<file path="config.mk">
export PLATFORM = sky130hd
export DESIGN_NAME = seq_subtractor
export DESIGN_NICKNAME = d
export VERILOG_FILES = /design/src/rtl/seq_subtractor_pkg.sv /design/src/rtl/seq_subtractor_sub_slice.sv /design/src/rtl/seq_subtractor.sv
export SDC_FILE = /design/constraint.sdc
export NUM_CORES = 1
export LEC_CHECK = 0
export BUFFER_PORTS_ARGS = -buffer_cell sky130_fd_sc_hd__buf_2
export CAP_MARGIN = 15
export CORE_MARGIN = 4
export CORE_UTILIZATION = 35
export CTS_BUF_LIST = sky130_fd_sc_hd__clkbuf_2 sky130_fd_sc_hd__clkbuf_4 sky130_fd_sc_hd__clkbuf_8
export DETAILED_ROUTE_END_ITERATION = 8
export PLACE_DENSITY = 0.51
export SYNTH_ARGS = -nofsm -noshare
export SYNTH_HDL_FRONTEND = slang
export SYNTH_HIERARCHICAL = 1
export SYNTH_SLANG_ARGS = --single-unit
</file>
<file path="constraint.sdc">
create_clock -name clk -period 4.7 [get_ports clk]
set_input_delay 0.705 -clock clk [delete_from_list [all_inputs] [get_ports clk]]
set_output_delay 0.705 -clock clk [all_outputs]
set_load 0.05 [all_outputs]
</file>
<file path="src/rtl/seq_subtractor_pkg.sv">
// Shared types and defaults for the slice-serial subtractor.
// Latency: n/a (declarations only).
// Backpressure: n/a (declarations only).
package seq_subtractor_pkg;

  // Default operand width and bits handled per clock.
  localparam int DEF_WIDTH = 32;
  localparam int DEF_SLICE = 16;

  // Controller states: waiting for operands, slicing, holding a result.
  typedef enum logic [1:0] {
    IDLE = 2'd0,
    RUN  = 2'd1,
    DONE = 2'd2
  } state_t;

  // Slice counter width: enough to count 0..nslice-1, never below one bit.
  function automatic int idx_bits(input int nslice);
    return (nslice > 1) ? $clog2(nslice) : 1;
  endfunction

endpackage

</file>
<file path="src/rtl/seq_subtractor_sub_slice.sv">
// One slice of the subtract datapath: {c_out, d} = a + ~b + c_in.
// Latency: purely combinational.
// Backpressure: none; driven and consumed by the owning controller.
module sub_slice #(
  parameter int W = 16
) (
  output logic [W-1:0] d,
  output logic         c_out,
  input  logic [W-1:0] a,
  input  logic [W-1:0] b,
  input  logic         c_in
);

  // Carry-in of 1 with an inverted subtrahend forms the two's complement;
  // a carry-out of 1 therefore means "no borrow" out of this slice.
  assign {c_out, d} = {1'b0, a} + {1'b0, ~b} + {{W{1'b0}}, c_in};

endmodule

</file>
<file path="src/rtl/seq_subtractor.sv">
// Slice-serial a - b - b_in, LSB slice first, with flags (b_out, ovf, zero).
// Latency: result valid NSLICE cycles after acceptance; initiation interval NSLICE+2.
// Backpressure: out_valid holds with stable outputs until out_ready; in_ready low meanwhile.
module seq_subtractor
  import seq_subtractor_pkg::*;
#(
  parameter int WIDTH = DEF_WIDTH,
  parameter int SLICE = DEF_SLICE
) (
  input  logic             clk,
  input  logic             rst,
  input  logic             in_valid,
  output logic             in_ready,
  input  logic [WIDTH-1:0] a,
  input  logic [WIDTH-1:0] b,
  input  logic             b_in,
  output logic             out_valid,
  input  logic             out_ready,
  output logic [WIDTH-1:0] diff,
  output logic             b_out,
  output logic             ovf,
  output logic             zero
);

  // WIDTH is expected to be a whole multiple of SLICE.
  localparam int NSLICE = WIDTH / SLICE;
  localparam int IDX_W  = idx_bits(NSLICE);
  localparam logic [IDX_W-1:0] LAST_IDX = IDX_W'(NSLICE - 1);

  state_t           state;
  logic [IDX_W-1:0] idx;
  logic             carry;      // 1 = no borrow pending into the next slice
  logic [WIDTH-1:0] a_q;
  logic [WIDTH-1:0] b_q;

  logic [SLICE-1:0] a_sl;
  logic [SLICE-1:0] b_sl;
  logic [SLICE-1:0] d_sl;
  logic             c_sl;
  logic [WIDTH-1:0] diff_nxt;

  // Handshake outputs decode straight from the state register.
  assign in_ready  = (state == IDLE);
  assign out_valid = (state == DONE);

  // Pick the operand slices addressed by the slice counter.
  always_comb begin
    a_sl = '0;
    b_sl = '0;
    for (int k = 0; k < NSLICE; k++) begin
      if (idx == IDX_W'(k)) begin
        a_sl = a_q[k*SLICE +: SLICE];
        b_sl = b_q[k*SLICE +: SLICE];
      end
    end
  end

  sub_slice #(
    .W (SLICE)
  ) u_slice (
    .d     (d_sl),
    .c_out (c_sl),
    .a     (a_sl),
    .b     (b_sl),
    .c_in  (carry)
  );

  // Merge the fresh slice into the running difference; also feeds the flags on the last slice.
  always_comb begin
    diff_nxt = diff;
    for (int k = 0; k < NSLICE; k++) begin
      if (idx == IDX_W'(k)) begin
        diff_nxt[k*SLICE +: SLICE] = d_sl;
      end
    end
  end

  // Controller: accept operands, walk the slices, hold the result until taken.
  always_ff @(posedge clk or posedge rst) begin
    if (rst) begin
      state <= IDLE;
      idx   <= '0;
      carry <= 1'b0;
      a_q   <= '0;
      b_q   <= '0;
      diff  <= '0;
      b_out <= 1'b0;
      ovf   <= 1'b0;
      zero  <= 1'b0;
    end else begin
      case (state)
        IDLE: begin
          if (in_valid && in_ready) begin
            a_q   <= a;
            b_q   <= b;
            carry <= ~b_in;
            idx   <= '0;
            state <= RUN;
          end
        end
        RUN: begin
          diff  <= diff_nxt;
          carry <= c_sl;
          if (idx == LAST_IDX) begin
            idx   <= '0;
            state <= DONE;
            b_out <= ~c_sl;
            ovf   <= (a_q[WIDTH-1] != b_q[WIDTH-1]) &&
                     (diff_nxt[WIDTH-1] != a_q[WIDTH-1]);
            zero  <= (diff_nxt == '0);
          end else begin
            idx <= idx + 1'b1;
          end
        end
        DONE: begin
          // A simultaneous in_valid here is deliberately not taken; it is accepted from IDLE.
          if (out_ready) begin
            state <= IDLE;
          end
        end
        default: state <= IDLE;
      endcase
    end
  end

endmodule

</file>
Word level (Yosys, flattened, before mapping)
Index checks and enable logic that the tools add are counted.
{"block": "word_totals", "elab_cells": 44, "input_bits": 69, "out_inout_bits": 37, "ff_bits": 103}
{"block": "op_classes", "bitwise": 3, "n_mux": 13, "n_eq_ne": 7, "n_reduce_logical": 9, "add_sub_neg": 3}
{"cell": "$mux W16", "n": 4}
{"cell": "$logic_not A32 Y1", "n": 1}
{"cell": "$add A16 B16 Y17", "n": 1}
{"cell": "$add A17 B1 Y17", "n": 1}
{"cell": "$not A16 Y16", "n": 1}
{"cell": "$mux W2", "n": 3}
{"cell": "$pmux W2 S3", "n": 1}
{"cell": "$reduce_and A2 Y1", "n": 3}
{"cell": "$ne A2 B1 Y1 const B", "n": 2}
{"cell": "$pmux W1 S2", "n": 2}
{"cell": "$mux W1", "n": 3}
{"cell": "$reduce_and A3 Y1", "n": 1}
{"cell": "$eq A2 B1 Y1 const B", "n": 1}
{"cell": "$eq A2 B2 Y1 const B", "n": 1}
{"cell": "$logic_and A1 B1 Y1", "n": 2}
{"cell": "$logic_not A2 Y1", "n": 1}
{"cell": "$ne A1 B1 Y1", "n": 2}
{"cell": "$ne A2 B2 Y1 const B", "n": 1}
{"cell": "$not A1 Y1", "n": 2}
{"cell": "$reduce_bool A2 Y1", "n": 1}
{"cell": "$add A1 B1 Y1 const B", "n": 1}

Logic depth before layout (Yosys ltp)
Gate-level depths: netlist of run 1.
{"block": "logic_depth", "depth_word": 7, "depth_mapped": 16, "ltp_nobuf": 14}

Cells and area by module
The synthesis of run 1 kept the hierarchy.
{"mod": "seq_subtractor", "area_per_inst_um2": 4540.6, "instances": 1, "cells_per_inst": 282}
{"mod": "sub_slice", "area_per_inst_um2": 889.6, "instances": 1, "cells_per_inst": 131}

Least setup slack after synthesis of run 1
Ideal clock, no wire load.
{"block": "synth_timing", "kind": "register -> register", "start": "reg idx", "end": "reg zero", "n_path_buf": 2, "setup_slack_ns": 1.432, "synth_period_minus_slack_ns": 3.268, "required_ns": 4.635, "arrival_ns": 3.203, "stages_incl_launch_ff": 17, "cell_sequence": "dfrtp_1 buf_2 buf_2 mux2_2 inv_1 fa_1 fa_1 nor2b_1 o21bai_1 a21boi_2 o41a_1 a21boi_1 xnor2_1 nor4_1 nand3_1 nor4_1 a21o_1"}
{"block": "synth_via", "word_cells_on_any_way": 9}
{"element": "from (decl)", "line_no": "seq_subtractor.sv:31", "text": "logic [IDX_W-1:0] idx;"}
{"element": "from (signal assigned)", "line_no": "seq_subtractor.sv:112", "text": "idx <= idx + 1'b1;"}
{"element": "$mux W16 (*)", "line_no": "seq_subtractor.sv:51", "text": "if (idx == IDX_W'(k)) begin"}
{"element": "via a_sl[0]", "line_no": "seq_subtractor.sv:36", "text": "logic [SLICE-1:0] a_sl;"}
{"element": "$add A16 B16 Y17 (*)", "line_no": "seq_subtractor_sub_slice.sv:16", "text": "assign {c_out, d} = {1'b0, a} + {1'b0, ~b} + {{W{1'b0}}, c_in};"}
{"element": "$add A17 B1 Y17 (*)", "line_no": "seq_subtractor_sub_slice.sv:16"}
{"element": "via d_sl[10]", "line_no": "seq_subtractor.sv:38", "text": "logic [SLICE-1:0] d_sl;"}
{"element": "$mux W16", "line_no": "seq_subtractor.sv:72", "text": "if (idx == IDX_W'(k)) begin"}
{"element": "$logic_not A32 Y1 (*)", "line_no": "seq_subtractor.sv:110", "text": "zero <= (diff_nxt == '0);"}
{"element": "to (signal assigned)", "line_no": "seq_subtractor.sv:110"}
{"element": "to (decl)", "line_no": "seq_subtractor.sv:22", "text": "output logic zero"}
Mark *: on every way through the listed nets, which the timed path passes. The rest lies on a longest branch.
A chain may end at the register's enable or synchronous reset.

Final worst setup path of run 1
{"block": "layout_timing", "start": "reg idx", "end": "reg zero"}
{"block": "layout_via", "elab_chain_len": 6, "word_cells_on_any_way": 9}
{"element": "$mux W16 (*)", "line_no": "seq_subtractor.sv:51"}
{"element": "via b_sl[0]", "line_no": "seq_subtractor.sv:37", "text": "logic [SLICE-1:0] b_sl;"}
{"element": "$not A16 Y16 (*)", "line_no": "seq_subtractor_sub_slice.sv:16"}
{"element": "$add A16 B16 Y17 (*)", "line_no": "seq_subtractor_sub_slice.sv:16"}
{"element": "$add A17 B1 Y17 (*)", "line_no": "seq_subtractor_sub_slice.sv:16"}
{"element": "via d_sl[10]", "line_no": "seq_subtractor.sv:38"}
{"element": "$mux W16", "line_no": "seq_subtractor.sv:72"}
{"element": "$logic_not A32 Y1 (*)", "line_no": "seq_subtractor.sv:110"}
Marked as above.

==> summary.md, run 1 <==
| Metric | Value |
|---|---|
| Period utilization | 85.3% |
| Detailed Place HPWL | 9220 um |
| Starting Density | 35.7% |
| CTS tree | done |
| Root Buffer | clkbuf_8 |
| Core Area | 15200 um^2 |
| Library cells used by synthesis | 50 |
| Top cell type's share of synthesized area | 47.5% |
| Required time at the worst-slack endpoint | 5030 ps |
| Finished Layout Cells | 710 |
| Maximum clock path buffer count | 2 |
| Syn Area/Cell | 13.1 um^2 |
| Synth Cell Area | 5430 um^2 |
| Reg area | 2580 um^2 |
| Status | finished, final reports clean |
| Worst Path Arrival | 4340 ps |
| Total grt overflow | 0 |
| Initial antenna violation count | 0 |
| Die area | 17600 um^2 |
| Post-Route WL | 12400 um |
| Setup bufs post-CTS | 0 |
| Hold_buf cts | 0 |
| Area growth syn-to-layout | 17.3% |
| Area of the multi-input gates | 2630 um^2 |
| Port bufs | 105 |
| # resized after CTS | 0 |
| Die X | 133 um |
| Io pins | 106 |
| Skew-Pair Late Insertion Delay | 380 ps |
| Ys flop type | dfrtp_1 |
| Num rows | 45 |
| Core Util, Final | 41.9% |
| Avg WL per Cell | 17.4 um |
| YS warnings | 6 |
| Cells after Synth | 413 |
| Top cells by area, synth | dfrtp_1 47%, mux2_2 16%, mux2_4 14% |
| Worst setup EP type | flip-flop |
| Crit path kind | flip-flop to flip-flop |
| First-pass GRT wire length | 20200 um |
| Syn_nets | 499 |
| Vias in the first global route | 3781 |
| Final Critical Period | 4010 ps |
| # setup viols final | 0 |
| DRC | 0 |
| Max transition margin | 29.2% |
| Class of the worst hold path | flip-flop to flip-flop |
| Number of synthesized flops with an enable pin | 0 |
| CP max FO | 14 |
| Chip height | 133 um |
| Antenna violation net count after detailed routing | 0 |
| Top cells by count, synth | 103 x dfrtp_1, 79 x mux2_2, 49 x mux2_4 |
| RSZ-0062 raised after global routing | false |
| Worst Max-Slew Pin Slew | 1060 ps |
| H-tree levels | 3 |
| Fill cell count | 1441 |
| Antenna fix cells | 0 |
| Count leader, synth | dfrtp_1 |
| Synthesized flop and latch total | 103 |
| Crit path launch type | flip-flop |
| Async SR Flop Fraction | 100% |
| Largest net degree at the start of global routing | 76 |
| Maximum clock frequency | 0.249 GHz |
| Inst Count DP | 694 |
| GPL Wtd Cong | 0.771 |
| GRT Overall Usage | 14.6% |
| Final max-slew violation count | 0 |
| Clock Skew | 10.6 ps |
| Max-cap violations | 0 |
| Total CTS buffers | 9 |
| Clock-pin slew on the worst setup and hold paths | 90 ps |
| Post-synthesis sequential area ratio | 47.5% |
| Total number of vias | 3512 |
| Drt pass-1 iters | 4 |
| Net count, final | 603 |
| Clock sink count | 103 |
| DR iter-0 viols | 129 |
| Vias per Instance | 4.95 |
| Final setup TNS | 0 ps |
| Fraction of layout cells with a size suffix above 1 | 50.8% |
| Leading area contributor after synthesis | dfrtp_1 |
| Final hold viol count | 0 |
[logic make-up (layout without fill, tap and decap cells)]
logic type      count (synthesis)  count (layout)  synth area share, %
compound gates                 51              51                 6.38
fa+ha+maj                      17              17                 4.19
mux                           129             129                 30.1
buf+inv                        44             153                 4.29
xor+xnor                       11              11                 1.77
flops                         103             103                 47.5
simple gates                   58              58                 5.78
[flip-flops by register name, indices dropped and copies added (netlist names)]
name / count
a_q: 32
b_out: 1
b_q: 32
carry: 1
diff: 32
idx: 1
ovf: 1
state: 2
zero: 1
[layout by cell type, fill, tap and decap left out, types with 7 or more instances in the layout]
cell type,n
nand2_1,13
ha_1,15
mux2_4,49
mux2_2,79
inv_1,26
xnor2_1,7
o21ai_0,13
buf_2,105
dfrtp_1,103
nor4_1,8
nor2_1,9
a21oi_1,15
clkbuf_8,9
[per-layer routing]
| metal | part of all wire (%) | global-route usage [%] |
|---|---|---|
| met5 | 0 | 0 |
| met4 | 0.88 | 3.29 |
| met3 | 4.2 | 4.33 |
| met2 | 48 | 24.3 |
| met1 | 47 | 18.8 |
[path summary, 6_finish.rpt]
check,depth (start not counted),from,to,slack [ps]
max,13,idx,zero,690
min,2,b_out,b_out,480
max reg2reg,13,idx,zero,690
min reg2reg,2,b_out,b_out,480
max in group asynchronous,3,rst,a_q[27],3250
min in group asynchronous,2,rst,a_q[19],510
[critical path, stage by stage, from the launching register on]
cell and delay, ps:
dfrtp_1 770, mux2_2 420, fa_1 450, fa_1 430, nor2b_1 200, o21bai_1 100
a21boi_2 210, o41a_1 200, a21boi_1 90, xnor2_1 200, nor4_1 410, nand3_1 110
nor4_1 230, a21o_1 120
[final cells by class]
| class | instances | share of cell area (%) |
|---|---|---|
| Inverter | 27 | 1.63 |
| Tap cell | 188 | 3.69 |
| Timing Repair Buffer | 110 | 8.84 |
| Clock buffer | 10 | 2.06 |
| Sequential cell | 103 | 40.5 |
| Multi-Input combinational cell | 266 | 41.2 |
| Clock inverter | 6 | 2.08 |
[metrics by stage]
stage	hold slack (ps)	worst slack, ps	instance area, um^2
2_1_floorplan	450	1290	5430
3_3_place_gp	480	772	6100
3_5_place_dp	473	725	6100
4_1_cts	488	660	6370
5_1_grt	512	480	6370
6_report	482	692	6370
Power of run 1 is left out: the tool's default activity adds up to more than one toggle a clock period on the data nets, which glitch-free logic cannot reach.
==> run 2, diff against run 1 <==
--- a/config.mk
+++ b/config.mk
@@ -8,10 +8,10 @@
 export BUFFER_PORTS_ARGS = -buffer_cell sky130_fd_sc_hd__buf_2
 export CAP_MARGIN = 15
 export CORE_MARGIN = 4
-export CORE_UTILIZATION = 35
+export CORE_UTILIZATION = 57
 export CTS_BUF_LIST = sky130_fd_sc_hd__clkbuf_2 sky130_fd_sc_hd__clkbuf_4 sky130_fd_sc_hd__clkbuf_8
 export DETAILED_ROUTE_END_ITERATION = 8
-export PLACE_DENSITY = 0.51
+export PLACE_DENSITY = 0.78
 export SYNTH_ARGS = -nofsm -noshare
 export SYNTH_HDL_FRONTEND = slang
 export SYNTH_HIERARCHICAL = 1
==> summary.md, run 2 (synthesis results as in run 1) <==
| Metric | Value |
|---|---|
| Total CTS buffers | 9 |
| Skew-Pair Late Insertion Delay | 360 ps |
| Largest registers | a_q (32), b_q (32), diff (32) |
| Worst Path Arrival | 4010 ps |
| Post-Route WL | 11500 um |
| Final setup TNS | 0 ps |
| Final Critical Period | 3700 ps |
| Clock Skew | 6.29 ps |
| Inst Count DP | 634 |
| Max transition margin | 24.5% |
| GRT Overall Usage | 21.5% |
| Detailed Place HPWL | 8400 um |
| Worst setup EP type | flip-flop |
| Root Buffer | clkbuf_8 |
| Finished Layout Cells | 650 |
| Net count, final | 602 |
| Commonest non-fill, non-tap cells in the layout | 105 x buf_2, 103 x dfrtp_1, 79 x mux2_2 |
| Hold_ws | 435 ps |
| Area growth syn-to-layout | 15.2% |
| Total number of vias | 3567 |
| Die X | 106 um |
| Die area | 11200 um^2 |
| Fraction of layout cells with a size suffix above 1 | 50.7% |
| Worst Max-Slew Pin Slew | 1130 ps |
| DR iter-0 viols | 173 |
| Required time at the worst-slack endpoint | 5000 ps |
| Fill cell count | 690 |
| Reg area | 2580 um^2 |
| Antenna violation net count after detailed routing | 0 |
| Io pins | 106 |
| Avg WL per Cell | 17.7 um |
| First-pass GRT wire length | 19300 um |
| Most common cell after layout, fill and taps aside | buf_2 |
| # setup viols final | 0 |
| Chip height | 106 um |
| Initial antenna violation count | 0 |
| Reg2Reg Setup Slack | 1000 ps |
| Final hold viol count | 0 |
| Final max-slew violation count | 0 |
| Crit path kind | flip-flop to flip-flop |
| Class of the worst hold path | primary input to async pin |
| Clock-pin slew on the worst setup and hold paths | 100 ps |
| Maximum clock frequency | 0.270 GHz |
| Antenna fix cells | 0 |
| GPL Wtd Cong | 0.858 |
| Clock sink count | 103 |
| Hold_buf cts | 0 |
| Area of the multi-input gates | 2630 um^2 |
| Total grt overflow | 0 |
| Maximum clock path buffer count | 2 |
| CP max FO | 21 |
| Max-cap violations | 0 |
| Setup bufs post-CTS | 0 |
| Core Area | 9240 um^2 |
| Drt pass-1 iters | 4 |
| Num rows | 35 |
| # resized after CTS | 0 |
| Period utilization | 78.8% |
| RSZ-0062 raised after global routing | false |
| Port bufs | 105 |
| Crit path launch type | flip-flop |
| Largest net degree at the start of global routing | 66 |
| Vias in the first global route | 3855 |
| Status | finished, final reports clean |
| CTS tree | done |
| H-tree levels | 3 |
| Vias per Instance | 5.49 |
| Starting Density | 58.8% |
| DRC | 0 |
## run 2: cell types whose count changed in the layout (fill, tap and decap cells not counted), sizes merged
cell      change
inv           +1
bufinv        -2
clkinvlp      +1
buf           -1
## run 2: worst paths after layout
| kind | from | endpoint | cells past startpoint |
|---|---|---|---|
| worst min register to register | diff[27] | diff[27] | 1 |
| worst min-delay path | rst | a_q[2] | 2 |
| max in group asynchronous | rst | diff[15] | 3 |
| worst max register to register | idx | zero | 15 |
| min in group clk | diff[27] | diff[27] | 1 |
| worst max-delay path | idx | zero | 15 |
## run 2: layout make-up
cell class	count	share of cell area (%)
multi-input cells	266	42.0
flip-flops and latches	103	41.2
repair buffers	109	8.88
well taps	129	2.58
clock buffers	10	2.20
inverters	27	1.66
clock inverters	6	1.48
## run 2: worst max-delay path, stage by stage (launching register included)
cell      delay, ps
dfrtp_1         490
buf_4           330
mux2_2          220
inv_1            50
fa_1            450
fa_1            420
nor2b_1         210
o21bai_1        100
a21boi_2        200
o41a_1          200
a21boi_1         90
xnor2_1         160
nor4_1          320
nand3_1         110
nor4_1          180
a21o_1          120
## run 2: routing by layer
metal  track usage, %  vias to the layer above  part of all wire (%)
met2             36.4                      104                    50
met5                0                        -                     0
met4             5.27                        0                   1.8
li1                 -                     1676                     -
met3             5.14                       18                   4.7
met1             27.9                     1769                    44
## run 2: through the flow
step | instance area (um^2) | worst slack (ps) | utilization (%)
6_report | 6250 | 997 | 67.7
2_1_floorplan | 5430 | 1290 | -
3_5_place_dp | 6020 | 1040 | 65.2
5_1_grt | 6250 | 648 | 67.7
3_3_place_gp | 6020 | 1170 | 65.2
4_1_cts | 6250 | 1000 | 67.7
Power of run 2 is left out for the same reason.
==> run 3, diff against run 2 <==
--- a/config.mk
+++ b/config.mk
@@ -5,13 +5,14 @@
 export SDC_FILE = /design/constraint.sdc
 export NUM_CORES = 1
 export LEC_CHECK = 0
+export ABC_AREA = 1
 export BUFFER_PORTS_ARGS = -buffer_cell sky130_fd_sc_hd__buf_2
 export CAP_MARGIN = 15
 export CORE_MARGIN = 4
-export CORE_UTILIZATION = 57
+export CORE_UTILIZATION = 58
 export CTS_BUF_LIST = sky130_fd_sc_hd__clkbuf_2 sky130_fd_sc_hd__clkbuf_4 sky130_fd_sc_hd__clkbuf_8
 export DETAILED_ROUTE_END_ITERATION = 8
-export PLACE_DENSITY = 0.78
+export PLACE_DENSITY = 0.79
 export SYNTH_ARGS = -nofsm -noshare
 export SYNTH_HDL_FRONTEND = slang
 export SYNTH_HIERARCHICAL = 1
==> constraint.sdc (replaced) <==
create_clock -name clk -period 3.65 [get_ports clk]
set_input_delay 0.5475 -clock clk [delete_from_list [all_inputs] [get_ports clk]]
set_output_delay 0.5475 -clock clk [all_outputs]
set_load 0.05 [all_outputs]
==> summary.md, run 3 <==
| Metric | Value |
|---|---|
| Status | finished, final reports clean |
| Worst Max-Slew Pin Slew | 940 ps |
| First-pass GRT wire length | 21000 um |
| Total number of vias | 4777 |
| Max-cap violations | 0 |
| Final max-slew violation count | 0 |
| Worst setup EP type | flip-flop |
| Num rows | 35 |
| Initial antenna violation count | 0 |
| Final Critical Period | 2780 ps |
| Leading area contributor after synthesis | dfrtp_1 |
| Setup crit start | idx |
| Total grt overflow | 0 |
| Async SR Flop Fraction | 100% |
| Detailed Place HPWL | 9280 um |
| Slowest Stage Delay on Critical Path | 420 ps |
| DRC | 0 |
| Class of the worst hold path | primary input to flip-flop |
| Clock sink count | 103 |
| Fraction of layout cells with a size suffix above 1 | 19.9% |
| Crit path kind | flip-flop to flip-flop |
| Post-synthesis sequential area ratio | 46.4% |
| Crit path launch type | flip-flop |
| DR iter-0 viols | 283 |
| Top cells by area, synth | dfrtp_1 46%, nand2_1 21%, inv_1 7.1% |
| Core Area | 9280 um^2 |
| Syn_nets | 831 |
| Top cell type's share of synthesized area | 46.4% |
| YS warnings | 6 |
| Die X | 106 um |
| Largest registers | a_q (32), b_q (32), diff (32) |
| Synth Cell Area | 5550 um^2 |
| Setup bufs post-CTS | 0 |
| CP max FO | 44 |
| Max transition margin | 37.3% |
| Maximum clock path buffer count | 2 |
| Chip height | 106 um |
| Commonest non-fill, non-tap cells in the layout | 317 x nand2_1, 105 x buf_2, 104 x inv_1 |
| Vias in the first global route | 4607 |
| # setup viols final | 0 |
| GRT Overall Usage | 22.9% |
| Clock-pin slew on the worst setup and hold paths | 90 ps |
| Worst path cell trace | buf_4, nand2_1, o21ai_0, inv_1, ha_1, nand2_2, inv_1, nand2_1, nand2_1, a21oi_1, nand2_1, nand2_1, nand2_1, nor2_1, nand2_1, nor2_1, nand3_1, o21bai_1 |
| Skew-Pair Late Insertion Delay | 360 ps |
| Largest net degree at the start of global routing | 79 |
| CTS tree | done |
| Most used cell, CP | nand2_1 |
| FF-to-FF Start | idx |
| Reg area | 2580 um^2 |
| Synthesized flop and latch total | 103 |
| Final setup TNS | 0 ps |
| Cells after Synth | 745 |
| Top cells by count, synth | 317 x nand2_1, 105 x inv_1, 103 x dfrtp_1 |
| H-tree levels | 3 |
| Die area | 11200 um^2 |
| Worst Path Arrival | 3070 ps |
| Fill cell count | 875 |
| Most common cell after layout, fill and taps aside | nand2_1 |
| Maximum clock frequency | 0.359 GHz |
| Ys flop type | dfrtp_1 |
| Net count, final | 927 |
| Clock Skew | 13.6 ps |
| Starting Density | 59.8% |
| Total CTS buffers | 9 |
| Period utilization | 76.3% |
| Vias per Instance | 4.90 |
| Io pins | 106 |
| Area growth syn-to-layout | 14.2% |
| # resized after CTS | 0 |
| Worst path slowest cell | dfrtp_1 |
| Number of synthesized flops with an enable pin | 0 |
| Syn Area/Cell | 7.45 um^2 |
| Root Buffer | clkbuf_8 |
| Count leader, synth | nand2_1 |
| Antenna violation net count after detailed routing | 0 |
| Hold_buf cts | 0 |
| Avg WL per Cell | 12.4 um |
| Post-Route WL | 12100 um |
| Required time at the worst-slack endpoint | 3940 ps |
| GPL Wtd Cong | 0.845 |
| Library cells used by synthesis | 31 |
| RSZ-0062 raised after global routing | false |
| Port bufs | 105 |
| Final hold viol count | 0 |
| Area of the multi-input gates | 2400 um^2 |
| Drt pass-1 iters | 5 |
| Antenna fix cells | 0 |
| Hold path start | out_ready |
## run 3: cell count changes after synthesis, sizes merged, moves of 11 or more
cell and delta:
mux2 -127, o21ai +67, nand3 +11, inv +83, nand2 +316, nor2 +24
## run 3: layout make-up
| cell class | instances | share of cell area (%) |
|---|---|---|
| clock buffer | 10 | 2.07 |
| clock inverter | 5 | 1.28 |
| inverter | 110 | 6.55 |
| multi-input combinational | 506 | 37.9 |
| sequential | 103 | 40.7 |
| tap | 129 | 2.55 |
| timing repair buffer | 111 | 9.00 |
## run 3: stage by stage
stage	hold WS [ps]	util (%)	cells	cell area, um^2	worst slack, ps
2_1_floorplan	449	-	745	5550	399
3_3_place_gp	460	66.0	959	6120	985
3_5_place_dp	465	66.0	959	6120	877
4_1_cts	349	68.3	974	6340	853
5_1_grt	333	68.3	974	6340	525
6_report	359	68.3	974	6340	866
## run 3: worst max-delay path: cells and delay by family, from the launching register on
| kind | cells | cell delay, ps |
|---|---|---|
| buffers and inverters | 3 | 500 |
| adders and majority gates | 1 | 370 |
| DFF | 1 | 420 |
| AOI/OAI and AO/OA | 3 | 420 |
| and+or+nand+nor | 11 | 960 |
## run 3: cells by family (layout without fill, tap and decap cells)
kind of cell	count (synthesis)	in the layout	share of synthesized area, %
AND/OR/NAND/NOR	386	386	28.0
AO/OA/AOI/OAI	95	95	9.88
XOR/XNOR	7	7	1.10
flip-flops	103	103	46.4
buffers and inverters	136	236	10.3
multiplexers	1	1	0.203
adder cells (fa/ha/maj)	17	17	4.10
## run 3: metal layers
| metal | part of all wire, % | GRT usage (%) | wire length, um |
|---|---|---|---|
| met1 | 46 | 31.3 | 5590 |
| met2 | 47 | 37.4 | 5710 |
| met3 | 5.7 | 5.33 | 686 |
| met4 | 1.1 | 5.00 | 135 |
| met5 | 0 | 0 | 0 |
## run 3: final timing paths
kind                       slack (ps)  depth (start not counted)  endpoint
min reg2reg                       490                          2  diff[29]
max in group asynchronous        2480                          3  state[0]
min                               360                          2  state[1]
min in group asynchronous         390                          2       ovf
max reg2reg                       870                         18      zero
max                               870                         18      zero
Power of run 3 is left out for the same reason.
